$ cat config.mk
export PLATFORM = sky130hd
export DESIGN_NAME = gomoku_win_scanner
export DESIGN_NICKNAME = d
export VERILOG_FILES = /design/src/rtl/gomoku_win_scanner.sv
export SDC_FILE = /design/constraint.sdc
export NUM_CORES = 1
export LEC_CHECK = 0
export BUFFER_PORTS_ARGS = -buffer_cell sky130_fd_sc_hd__buf_4
export CORE_UTILIZATION = 46
export CTS_CLUSTER_DIAMETER = 120
export DETAILED_ROUTE_END_ITERATION = 6
export GPL_TIMING_DRIVEN = 1
export HOLD_SLACK_MARGIN = 0.12
export PLACE_DENSITY = 0.66
export SYNTH_ARGS = -nofsm -noshare
export SYNTH_HDL_FRONTEND = slang
export SYNTH_SLANG_ARGS = --single-unit
$ cat constraint.sdc
create_clock -name clk -period 2.6 [get_ports clk]
set_input_delay 0.26 -clock clk [delete_from_list [all_inputs] [get_ports clk]]
set_output_delay 0.26 -clock clk [all_outputs]
set_load 0.1 [all_outputs]
$ cat src/rtl/gomoku_win_scanner.sv
// Gomoku N-in-a-row detector: after a placement, walks the four lines
// through the new stone via a 1-cell synchronous read port.
module gomoku_win_scanner #(
    parameter int GRID_SIZE  = 15,
    parameter int WIN_LEN    = 5,
    parameter int COORD_W    = 4,
    parameter int EXACT_MODE = 0
) (
    input  logic               clk,
    input  logic               rst,
    input  logic               start,
    input  logic [COORD_W-1:0] start_x,
    input  logic [COORD_W-1:0] start_y,
    input  logic [1:0]         player,
    output logic               busy,
    output logic               rd_en,
    output logic [COORD_W-1:0] rd_x,
    output logic [COORD_W-1:0] rd_y,
    input  logic [1:0]         rd_data,
    output logic               done,
    output logic               win,
    output logic [1:0]         win_dir,
    output logic [COORD_W:0]   run_len
);

    localparam int CW = COORD_W + 1;
    // One extra cell of look-ahead lets exact mode see an overline.
    localparam logic [CW-1:0] CAP =
        CW'(EXACT_MODE != 0 ? WIN_LEN + 1 : WIN_LEN);
    localparam logic [CW-1:0] WLEN = CW'(WIN_LEN);
    localparam logic [COORD_W-1:0] MAXC = COORD_W'(GRID_SIZE - 1);

    typedef enum logic [2:0] {IDLE, REQ, CHK, EVAL, DONE} state_t;

    state_t             state;
    logic [COORD_W-1:0] sx, sy, cx, cy;
    logic [1:0]         ply, dir;
    logic               side;
    logic [CW-1:0]      count, best;

    logic               x_inc, x_dec, y_inc, y_dec;
    logic               step_ok, hit;
    logic [COORD_W-1:0] nx, ny;
    logic [CW-1:0]      best_nxt;

    // Next cell along the current direction/side, with bounds and cap test.
    always_comb begin
        x_inc = (dir != 2'd1) && !side;
        x_dec = (dir != 2'd1) && side;
        y_inc = 1'b0;
        y_dec = 1'b0;
        case (dir)
            2'd1, 2'd2: begin
                y_inc = !side;
                y_dec = side;
            end
            2'd3: begin
                y_inc = side;
                y_dec = !side;
            end
            default: ;
        endcase
        nx = cx;
        if (x_inc) nx = cx + 1'b1;
        else if (x_dec) nx = cx - 1'b1;
        ny = cy;
        if (y_inc) ny = cy + 1'b1;
        else if (y_dec) ny = cy - 1'b1;
        step_ok = !(x_inc && cx >= MAXC) && !(x_dec && cx == '0)
               && !(y_inc && cy >= MAXC) && !(y_dec && cy == '0)
               && (nx <= MAXC) && (ny <= MAXC) && (count < CAP);
        hit = (EXACT_MODE != 0) ? (count == WLEN) : (count >= WLEN);
        best_nxt = (count > best) ? count : best;
    end

    // The read strobe belongs to the REQ cycle so data returns in CHK.
    assign rd_en = (state == REQ) && step_ok;
    assign rd_x  = rd_en ? nx : '0;
    assign rd_y  = rd_en ? ny : '0;

    // Scan FSM: per direction walk forward, then backward, then evaluate.
    always_ff @(posedge clk) begin
        if (rst) begin
            state   <= IDLE;
            busy    <= 1'b0;
            done    <= 1'b0;
            win     <= 1'b0;
            win_dir <= 2'd0;
            run_len <= '0;
            sx      <= '0;
            sy      <= '0;
            cx      <= '0;
            cy      <= '0;
            ply     <= 2'd0;
            dir     <= 2'd0;
            side    <= 1'b0;
            count   <= '0;
            best    <= '0;
        end else begin
            case (state)
                IDLE: begin
                    if (start) begin
                        sx      <= start_x;
                        sy      <= start_y;
                        cx      <= start_x;
                        cy      <= start_y;
                        ply     <= player;
                        dir     <= 2'd0;
                        side    <= 1'b0;
                        count   <= CW'(1);
                        best    <= '0;
                        win     <= 1'b0;
                        win_dir <= 2'd0;
                        run_len <= '0;
                        if (player == 2'd0) begin
                            done  <= 1'b1;
                            state <= DONE;
                        end else begin
                            busy  <= 1'b1;
                            state <= REQ;
                        end
                    end
                end
                REQ: begin
                    if (step_ok) begin
                        cx    <= nx;
                        cy    <= ny;
                        state <= CHK;
                    end else if (!side) begin
                        side <= 1'b1;
                        cx   <= sx;
                        cy   <= sy;
                    end else begin
                        state <= EVAL;
                    end
                end
                CHK: begin
                    if (rd_data == ply) begin
                        count <= count + 1'b1;
                        state <= REQ;
                    end else if (!side) begin
                        side  <= 1'b1;
                        cx    <= sx;
                        cy    <= sy;
                        state <= REQ;
                    end else begin
                        state <= EVAL;
                    end
                end
                EVAL: begin
                    if (hit) begin
                        win     <= 1'b1;
                        win_dir <= dir;
                        run_len <= count;
                        busy    <= 1'b0;
                        done    <= 1'b1;
                        state   <= DONE;
                    end else if (dir != 2'd3) begin
                        dir   <= dir + 1'b1;
                        side  <= 1'b0;
                        cx    <= sx;
                        cy    <= sy;
                        count <= CW'(1);
                        best  <= best_nxt;
                        state <= REQ;
                    end else begin
                        run_len <= best_nxt;
                        busy    <= 1'b0;
                        done    <= 1'b1;
                        state   <= DONE;
                    end
                end
                DONE: begin
                    done  <= 1'b0;
                    state <= IDLE;
                end
                default: state <= IDLE;
            endcase
        end
    end

endmodule

; After elaboration in Yosys (flattened, before gate mapping)
; Index checks and enable logic that the tools add are counted.
; Widths: inputs -> output; s select.
[totals]
regBits = 44
output_inout_bits = 19
[op_classes]
n_addsub = 6
magnitude_cmp = 7
eq_ne = 21
muxes = 68
reduce_logical = 37
[op_table]
columns = op, n
row1 = $mux 4, 18
row2 = $mux 5, 10
row3 = $pmux 4 s4, 2
row4 = $ne 2x2->1 const B, 10
row5 = $pmux 5 s2, 2
row6 = $mux 3, 6
row7 = $pmux 5 s3, 1
row8 = $mux 1, 14
row9 = $logic_and 1x1->1, 13
row10 = $mux 2, 6
row11 = $pmux 3 s4, 1
row12 = $reduce_and 4->1, 3
row13 = $reduce_and 5->1, 2
row14 = $add 4x1->4 const B, 2
row15 = $ge 4x4->1 const B, 2
row16 = $le 4x4->1 const B, 2
row17 = $logic_not 4->1, 2
row18 = $pmux 1 s2, 4
row19 = $pmux 2 s2, 2
row20 = $sub 4x1->4 const B, 2
row21 = $eq 3x2->1 const B, 2
row22 = $ne 3x3->1 const B, 2
row23 = $reduce_and 3->1, 2
row24 = $reduce_and 6->1, 1
row25 = other kinds (21), 28

; Logic depth before layout (Yosys ltp)
; Gate-level depths: netlist of run 1.
[logic_depth]
ltp_word = 12
mapped_depth = 10
mapped_depth_nobuf = 8

; Worst setup path before layout of run 1
; OpenSTA, ideal clock, no wires.
[synth_timing]
kind = flip-flop to output port
startpoint = reg dir[1]
endpoint = out rd_y[3]
arrival_ns = 3.532
path_slack_ns = -1.192
stages_incl_launch_ff = 10
path_buffers = 2
path_cell_list = dfxtp_1 -> inv_1 -> ha_1 -> clkbuf_1 -> o221a_2 -> o21ai_0 -> a211o_2 -> buf_2 -> nand3_1 -> a21oi_1
[synth_between]
elab_chain_len = 12
word_cells_on_any_way = 31
[synth_lines]
columns = element, line
row1 = "start, declared", 37  ; logic [1:0] ply, dir;
row2 = "start signal, assigned", 159  ; dir <= dir + 1'b1;
row3 = branches (longest 11 deep; another with $le 4x4->1), -
row4 = $mux 4 *, 79  ; assign rd_y = rd_en ? ny : '0;
row5 = "end, declared", 18  ; output logic [COORD_W-1:0] rd_y,
; Every way passes the cells marked *.

; Worst setup path after layout of run 1
[layout_timing]
startpoint = reg dir[1]
endpoint = out rd_x[0]
[layout_between]
elab_chain_len = 12
word_cells_on_any_way = 31
[layout_lines]
columns = element, line
row1 = branches (longest 11 deep; another with $le 4x4->1), -
row2 = $mux 4 *, 78  ; assign rd_x = rd_en ? nx : '0;
row3 = "end, declared", 17  ; output logic [COORD_W-1:0] rd_x,
; Marks and branches as above.

==> results of run 1 <==
## stage by stage
stage,util (%),instances,hold slack (ns)
finish,63.19,550,0.2075
global route,63.19,550,0.2176
CTS,62.22,548,0.2052
detailed placement,58.35,531,0.4602
global placement,58.35,531,0.4550
floorplan,-,404,0.3960
## kinds of logic after synthesis
kind of cell	after synthesis	synth area share [%]
adder cells (fa/ha/maj)	17	6.751
flip-flops	44	27.96
buffers and inverters	52	6.632
AO/OA/AOI/OAI	122	28.04
AND/OR/NAND/NOR	148	24.11
multiplexers	10	3.455
XOR/XNOR	11	3.058
## registers in the layout, summed over array words and instances, names as in the netlist
| name | count |
|---|---|
| cy | 4 |
| best | 5 |
| sy | 4 |
| ply | 2 |
| run_len | 5 |
| done | 1 |
| sx | 4 |
| count | 5 |
| side | 1 |
| dir | 2 |
| win_dir | 2 |
| win | 1 |
| busy | 1 |
| state | 3 |
| cx | 4 |
## power by group through the flow
stage                     sequential (mW)  combinational (mW)  clock, mW
after floorplan                     0.870               0.800          0
after detailed placement            0.824                1.23          0
final                               0.813                1.37      0.463
after CTS                           0.810                1.30      0.469
after global routing                0.822                1.46      0.491
after global placement              0.821                1.21          0
## worst max-delay path by stage
stage / start / cells after the start / slack (ns) / to
6_report: dir[1] / 9 / -0.25 / rd_x[0]
5_1_grt: cx[0] / 7 / -0.32 / rd_x[0]
4_1_cts: dir[1] / 9 / -0.25 / rd_x[0]
3_5_place_dp: dir[1] / 9 / -0.08 / rd_x[0]
3_3_place_gp: dir[1] / 9 / 0.005 / rd_x[2]
2_1_floorplan: cy[0] / 8 / -0.16 / rd_x[2]
## cell type report
class                   instances  area (µm²)  area share [%]
clock inverters                 1       7.507          0.1829
repair buffers                 92       745.7           18.17
multi-input cells             309        2177           53.05
clock buffers                   7       86.33           2.104
flip-flops and latches         44       885.9           21.59
inverters                      20       105.1           2.561
well taps                      77       96.34           2.348
## metal layers
metal  track usage, %  wire length [µm]  vias up
met5                0                 0        -
met4            8.320               193        0
met3            3.048               551       23
met2            39.62              4034      124
met1            39.40              4573     1554
li1                 -                 -     1630
## worst reg2reg max path, cell delays in order, from the launching register on
cell       delay [ns]
dfxtp_2          0.35
ha_2             0.24
buf_4            0.18
or3_1            0.35
o21ai_1          0.24
nand2_1          0.20
a2111oi_1        0.54
a41oi_2          0.23
o21ai_0          0.12
## cell usage after synthesis (all sizes together) (4+ instances only)
master / instances
a211oi: 6
o22a: 6
nand3: 4
o21ai: 19
buf: 6
nor2b: 5
a221oi: 6
or3: 9
xor2: 4
a31oi: 10
nand2: 37
o2111ai: 4
nand4: 10
ha: 17
nor3: 12
a311oi: 6
inv: 20
clkbuf: 26
nor2: 39
dfxtp: 44
a21oi: 22
nand2b: 12
o211ai: 11
a22oi: 4
mux2: 7
xnor2: 7
nand4b: 4
## what timing repair did
action,CTS,global route
endpoints found under the hold margin,0,0
resized for setup,24,11
gates cloned,1,0
endpoints found under the setup margin,13,14
buffers inserted,8,2
pin swaps,10,8
==> flow_summary.ini, run 1 <==
[outcome]
status = finished, violations left
violations = DRC, setup timing

[yosys]
ys_async_sr_fraction_pct = 0
yosys_warnings = 0
ys_top_cells_by_area = dfxtp_1, ha_1, nor2_1, nand2_1, a21oi_1
syn_avg_cell_area_um2 = 7.798
synthCells = 404
synth_edf_count = 0
synth_top_flop_cell = dfxtp_1
yosys.area.top_type = dfxtp_1
syn-num-nets = 436
syn_area_um2 = 3151
yosysUniqueCellTypes = 64
ys_ff_latch = 44
seq_area_frac_synth_pct = 27.96
netlist.area_leader.share_pct = 27.96

[floorplan]
die_w_um = 84.76
die_y_um = 84.76
pin_count = 34
start_util_pct = 48.51
dieArea_um2 = 7184
core_area_um2 = 6495
fp-row-count = 29

[route]
wire_per_inst_um = 17.00
num_vias = 3331
drtAntennaViolNets = 0
drtIter0Drc = 226
dr.pass1.iters = 7
drt_wl_total_um = 9352
drc = 2
vias_per_cell = 6.056

[worst_setup_path]
criticalPathCategory = flip-flop to output pin
cp_max_fo = 9
slowest_delay_ns = 0.39
r2r_start = dir[0]
start_kind = flip-flop
cp.arrival_ns = 2.59
cp_cell_sequence = inv_2 > ha_4 > nand2_1 > o221a_2 > or3_4 > a211o_2 > nand4_1 > clkinvlp_4 > buf_12
cp.required_ns = 2.34
path_delay_family = simple AND/OR/NAND/NOR gates
critPathBufInv = 3
reg2reg_slack_ns = 0.07
critPathCaptureType = output pin
timing.rr.end = cy[3]
worstRegToRegCells = 8
cpMaxStageDelayCell = or3_4

[global_route]
grt_pass1_wl_um = 15170
grt_pass1_vias = 3057
grtUsageTotal_pct = 26.43
antenna_found_initial = 0
overflow = 0
grt_max_degree = 46

[worst_hold_path]
hold_end = sy[1]
holdPathStages = 3
min_from = start_y[1]
min_path_type = input pin to flip-flop

[timing]
timing.fmax_mhz = 351.0
report.final.slew_viol_count = 0
setup_violations = 9
finClkSkew_ns = 0.003961
rsz0062_at_grt = yes
finalCritPeriodShare_pct = 109.6
hold_viol = 0
worst_pin_slew_ns = 0.6665
setup_tns_ns = -1.769
worst_slack_ns = -0.2494
slew_headroom_pct = 55.40
layout_min_cycle_time_ns = 2.849

[pwr]
power_switching_mw = 1.131
power_frac_clock_pct = 17.5
ir_worst_vdd_mv = 0.4665
finalPower_mw = 2.641
sw_frac_of_total_pct = 42.82
p_per_area_nw_per_um2 = 643.5
seq_power_share_pct = 30.8
comb_power_share_pct = 51.7
total_leakage_power_nw = 1.520
internal_power_mw = 1.510

[cells_and_area]
final_nets = 504
drive_gt1_share_pct = 30.87
fill_cells = 559
area_delta_synth_final_pct = 30.26
diodes = 0
final_cell_mix = buf_4, dfxtp_1, nor2_1, nand2_1, a21oi_1
design_area_um2 = 4104
layout_commonest_cell = buf_4

[placed_design]
pre_cts_ws_ns = -0.07595
dpl_cell_area_um2 = 3790
gp_congestion = 0.8688
dp_hpwl_um = 6754
portBuffers = 33

[cts]
clk_latency_ns = 0.30
clock_path_buffers = 2
cts_sinks = 44
htree_levels = 2
cts_buffers = 5
cts.clk_slew.worst_paths_ns = 0.09
cts_tree = done
cts_root_buf = clkbuf_8
cts_hold_buf = 0

[flow_run]
cap_violations = 0
No activity file was read; power rests on OpenSTA's default activity.
==> run 2: changes to the inputs <==
Settings changed: BUFFER_PORTS_ARGS -buffer_cell sky130_fd_sc_hd__buf_4 to default, CORE_MARGIN from default to 1, DONT_BUFFER_PORTS from default to 1, PLACE_DENSITY 0.66 to 0.62.
==> run 2 against run 1 <==
Via count is 1.1% higher. Clock power is 21% higher. Wire length is 2.5% higher. Die area stayed put. Maximum frequency is 0.52% higher. Cell count is 0.55% higher. Hold slack worse by 0.069 ns. Flip-flop and latch count stayed put. The flow still finishes with violations (DRC, setup timing). Setup slack better by 0.015 ns. Critical path depth is 2 lower. Combinational power is 5% higher.
==> flow_summary.ini, run 2 (synthesized netlist as in run 1, its figures left out) <==
[worst_setup_path]
criticalPathCategory = flip-flop to output pin
worstRegToRegCells = 12
cp_max_fo = 5
cp.arrival_ns = 2.57
critPathCaptureType = output pin
cp.required_ns = 2.34
start_kind = flip-flop

[cells_and_area]
design_area_um2 = 4294
fill_cells = 516
final_cell_mix = buf_4, dfxtp_1, nor2_1, nand2_1, a21oi_1
diodes = 0
drive_gt1_share_pct = 30.67
final_nets = 507
layout_commonest_cell = buf_4
reg.largest.list = best (5), count (5), run_len (5)
final_util_pct = 66.11
area_delta_synth_final_pct = 36.30

[pwr]
ir_worst_vdd_mv = 0.4305
p_per_area_nw_per_um2 = 658.5
total_leakage_power_nw = 1.558

[timing]
report.final.slew_viol_count = 0
finalCritPeriodShare_pct = 109.0
setup_violations = 10
layout_min_cycle_time_ns = 2.835
worst_slack_ns = -0.2347
finClkSkew_ns = 0.009155
rsz0062_at_grt = yes
timing.fmax_mhz = 352.8
hold_viol = 0
worst_pin_slew_ns = 0.9760
slew_headroom_pct = 34.85

[route]
wl_met1_um = 4584
vias_per_cell = 6.089
wire_per_inst_um = 17.33
num_vias = 3367
drc = 2
drtAntennaViolNets = 0
drtIter0Drc = 252
wl_met3_um = 710
dr.pass1.iters = 7
drt_wl_total_um = 9585
topRoutingLayerUsed = met4
dr_wl_met2_um = 4164

[outcome]
violations = DRC, setup timing
status = finished, violations left

[floorplan]
fp-row-count = 29
start_util_pct = 48.51
pin_count = 34
die_w_um = 84.76
dieArea_um2 = 7184
die_y_um = 84.76
core_area_um2 = 6495

[cts]
cts_sinks = 44
cts_tree = done
htree_levels = 2
cts_buffers = 5
cts_root_buf = clkbuf_8
clock_path_buffers = 2
clk_latency_ns = 0.30
cts.clk_slew.worst_paths_ns = 0.09

[global_route]
grt_max_degree = 34
antenna_found_initial = 0
grt_pass1_wl_um = 15570
overflow = 0
grt_pass1_vias = 3099
grtUsageTotal_pct = 27.39

[placed_design]
portBuffers = 0
dpl_cell_area_um2 = 3827
gp_congestion = 0.9212
dp_hpwl_um = 6854

[flow_run]
cap_violations = 0

[worst_hold_path]
holdPathStages = 2
min_path_type = input pin to flip-flop
## run 2: changes by cell type in the layout (fill, tap and decap cells not counted), sizes merged
| cell | change |
|---|---|
| bufinv | +1 |
| clkbuf | -1 |
| nand2b | +1 |
| dlygate4sd3 | +10 |
| buf | -8 |
| clkinvlp | -1 |
| clkinv | +1 |
## run 2: repair_timing
item,4_1_cts,5_1_grt
cloned,1,1
hold endpoints to repair,33,0
setup buffers,7,4
hold buffers,11,0
setup endpoints to repair,10,16
gates resized for setup,13,17
pin swaps,7,8
## run 2: through the flow
| step | setup slack (ns) | hold slack (ns) | TNS [ns] | power [mW] | std cells |
|---|---|---|---|---|---|
| after floorplan | -0.1638 | 0.3960 | -1.284 | 1.670 | 404 |
| after global placement | -0.03793 | 0.3316 | -0.03793 | 2.099 | 521 |
| after detailed placement | -0.1372 | 0.3334 | -0.1704 | 2.115 | 521 |
| final | -0.2347 | 0.1383 | -1.749 | 2.828 | 553 |
| after global routing | -0.3080 | 0.1402 | -2.757 | 2.979 | 553 |
| after CTS | -0.1989 | 0.1317 | -1.574 | 2.761 | 548 |
## run 2: per-layer routing
layer | vias up | GRT usage (%)
met5 | - | 0
met4 | 0 | 7.704
met3 | 11 | 5.310
met2 | 141 | 41.46
met1 | 1577 | 39.53
li1 | 1638 | -
## run 2: layout make-up
cell class / instances / area (µm²) / area share [%]
inverter: 20 / 105.1 / 2.448
multi-input combinational: 310 / 2222 / 51.75
timing repair buffer: 94 / 863.3 / 20.10
tap: 77 / 96.34 / 2.244
clock buffer: 6 / 82.58 / 1.923
clock inverter: 2 / 38.79 / 0.9033
sequential: 44 / 885.9 / 20.63
## run 2: where the power goes
part	internal (mW)	switching (mW)	leakage, nW	total (mW)
logic	0.627	0.814	1.14	1.44
registers	0.743	0.0865	0.361	0.829
clock network	0.314	0.244	0.0614	0.558
total	1.68	1.14	1.56	2.83
## run 2: final timing paths
kind	from	end	slack [ns]
min	rst	cy[3]	0.14
max	cy[0]	rd_x[2]	-0.23
max reg2reg	dir[1]	cy[1]	-0.01
min reg2reg	best[3]	best[3]	0.47
## run 2: critical path: stages (launching register included)
cell and delay (ns):
dfxtp_2 0.35, or3_4 0.40, o311a_1 0.31, or3_4 0.35, a211o_4 0.36, nand4b_1 0.19, clkinvlp_4 0.14, buf_12 0.17
==> run 3: changes to the inputs <==
Settings changed: HOLD_SLACK_MARGIN 0.12 to 0.15.
==> run 3 against run 2 <==
The flow still finishes with violations (DRC, setup timing). Setup slack better by 0.0055 ns. Wire length up 0.20%. Count of clock-buffer cells in the layout unchanged. Register-to-register slack about the same. Sequential share of layout area unchanged. Maximum frequency up 0.19%. Non-clock buffer count unchanged. Global-route usage about the same. Largest cell class unchanged.
==> flow_summary.ini, run 3 (synthesized netlist as in run 1, its figures left out) <==
[route]
drtAntennaViolNets = 0
drtIter0Drc = 217
vias_per_cell = 6.105
num_vias = 3376
wire_per_inst_um = 17.37
dr.pass1.iters = 7
drt_wl_total_um = 9604
drc = 2

[floorplan]
fp-row-count = 29
pin_count = 34
die_y_um = 84.76
core_area_um2 = 6495
start_util_pct = 48.51
die_w_um = 84.76
dieArea_um2 = 7184

[cts]
cts_tree = done
cts_root_buf = clkbuf_8
clock_path_buffers = 2
cts_sinks = 44
cts_buffers = 5
clk_latency_ns = 0.30
cts.clk_slew.worst_paths_ns = 0.09
htree_levels = 2

[outcome]
violations = DRC, setup timing
status = finished, violations left

[flow_run]
cap_violations = 0

[cells_and_area]
register_area_um2 = 885.9
final_nets = 507
fill_cells = 516
design_area_um2 = 4294
area_delta_synth_final_pct = 36.30
multiInputGateArea_um2 = 2222
drive_gt1_share_pct = 30.67
diodes = 0
reg.largest.list = best (5), count (5), run_len (5)
final_util_pct = 66.11
layout_commonest_cell = buf_4
final_cell_mix = buf_4, dfxtp_1, nor2_1, nand2_1, a21oi_1

[timing]
finClkSkew_ns = 0.009987
hold_viol = 0
layout_min_cycle_time_ns = 2.829
timing.fmax_mhz = 353.5
slew_headroom_pct = 34.49
worst_pin_slew_ns = 0.9813
report.final.slew_viol_count = 0
finalCritPeriodShare_pct = 108.8
rsz0062_at_grt = yes
worst_slack_ns = -0.2292
setup_violations = 10
setup_tns_ns = -1.747

[worst_setup_path]
critPathBufInv = 2
cp_cell_sequence = or3_4 > o311a_1 > or3_4 > a211o_4 > nand4b_1 > clkinvlp_4 > buf_12
cp.required_ns = 2.34
cp_max_fo = 5
cpMaxStageDelayCell = or3_4
critPathCaptureType = output pin
crit_top_cell = or3_4
start_kind = flip-flop
path_delay_family = simple AND/OR/NAND/NOR gates
criticalPathCategory = flip-flop to output pin
cp.arrival_ns = 2.57
slowest_delay_ns = 0.39

[pwr]
seq_power_share_pct = 29.3
comb_power_share_pct = 50.9
p_per_area_nw_per_um2 = 659.0
total_leakage_power_nw = 1.558
internal_power_mw = 1.684
power_switching_mw = 1.146
ir_worst_vdd_mv = 0.4280
sw_frac_of_total_pct = 40.49
power_frac_clock_pct = 19.8
finalPower_mw = 2.830

[global_route]
antenna_found_initial = 0
grt_pass1_wl_um = 15590
grtUsageTotal_pct = 27.35
grt_max_degree = 39
overflow = 0
grt_pass1_vias = 3108

[placed_design]
dpl_cell_area_um2 = 3827
gp_congestion = 0.9212
dp_hpwl_um = 6854
portBuffers = 0

[worst_hold_path]
min_path_type = input pin to flip-flop
## run 3: cell counts in the layout (fill, tap and decap cells not counted)
Identical to the previous run, type by type.
## run 3: what timing repair did
item                                   CTS  global route
setup endpoints to repair               10            16
gates cloned                             1             1
hold buffers                            11             0
setup buffers                            7             4
gates resized for setup                 13            17
endpoints found under the hold margin   38             0
pin swaps                                7             8
## run 3: cell type report
cell class	instances	share of cell area (%)
Tap cell	77	2.244
Multi-Input combinational cell	310	51.75
Sequential cell	44	20.63
Clock buffer	6	1.923
Timing Repair Buffer	94	20.10
Clock inverter	2	0.9033
Inverter	20	2.448
## run 3: power by group through the flow
stage / clock (mW) / combinational, mW / sequential, mW
CTS: 0.577 / 1.36 / 0.825
global route: 0.600 / 1.54 / 0.836
finish: 0.560 / 1.44 / 0.829
detailed placement: 0 / 1.27 / 0.841
global placement: 0 / 1.26 / 0.839
floorplan: 0 / 0.800 / 0.870
## run 3: stage by stage
step | setup WS (ns) | cells | hold slack, ns
6_report | -0.2292 | 553 | 0.1855
5_1_grt | -0.3080 | 553 | 0.1830
4_1_cts | -0.1989 | 548 | 0.1828
3_5_place_dp | -0.1372 | 521 | 0.3334
3_3_place_gp | -0.03793 | 521 | 0.3316
2_1_floorplan | -0.1638 | 404 | 0.3960
## run 3: routing by layer
metal / vias up / share of wire, % / GRT usage, %
met5: - / 0 / 0
met4: 0 / 1.5 / 8.012
met3: 14 / 6.2 / 5.408
met2: 115 / 44 / 41.02
met1: 1609 / 49 / 39.59
li1: 1638 / - / -
## run 3: worst register-to-register path, delay by kind of cell, from the launching register on
kind / cells / cell delay (ns)
AO/OA/AOI/OAI: 4 / 0.98
buffers and inverters: 5 / 0.62
flip-flops: 1 / 0.36
adder cells (fa/ha/maj): 1 / 0.31
AND/OR/NAND/NOR: 2 / 0.25
## run 3: path summary, 6_finish.rpt
kind / cells past startpoint / start / slack (ns) / endpoint
worst min register to register: 2 / best[3] / 0.47 / best[3]
worst min-delay path: 2 / rst / 0.19 / count[3]
worst max-delay path: 7 / cy[0] / -0.23 / rd_x[2]
worst max register to register: 12 / dir[1] / -0.01 / cy[1]
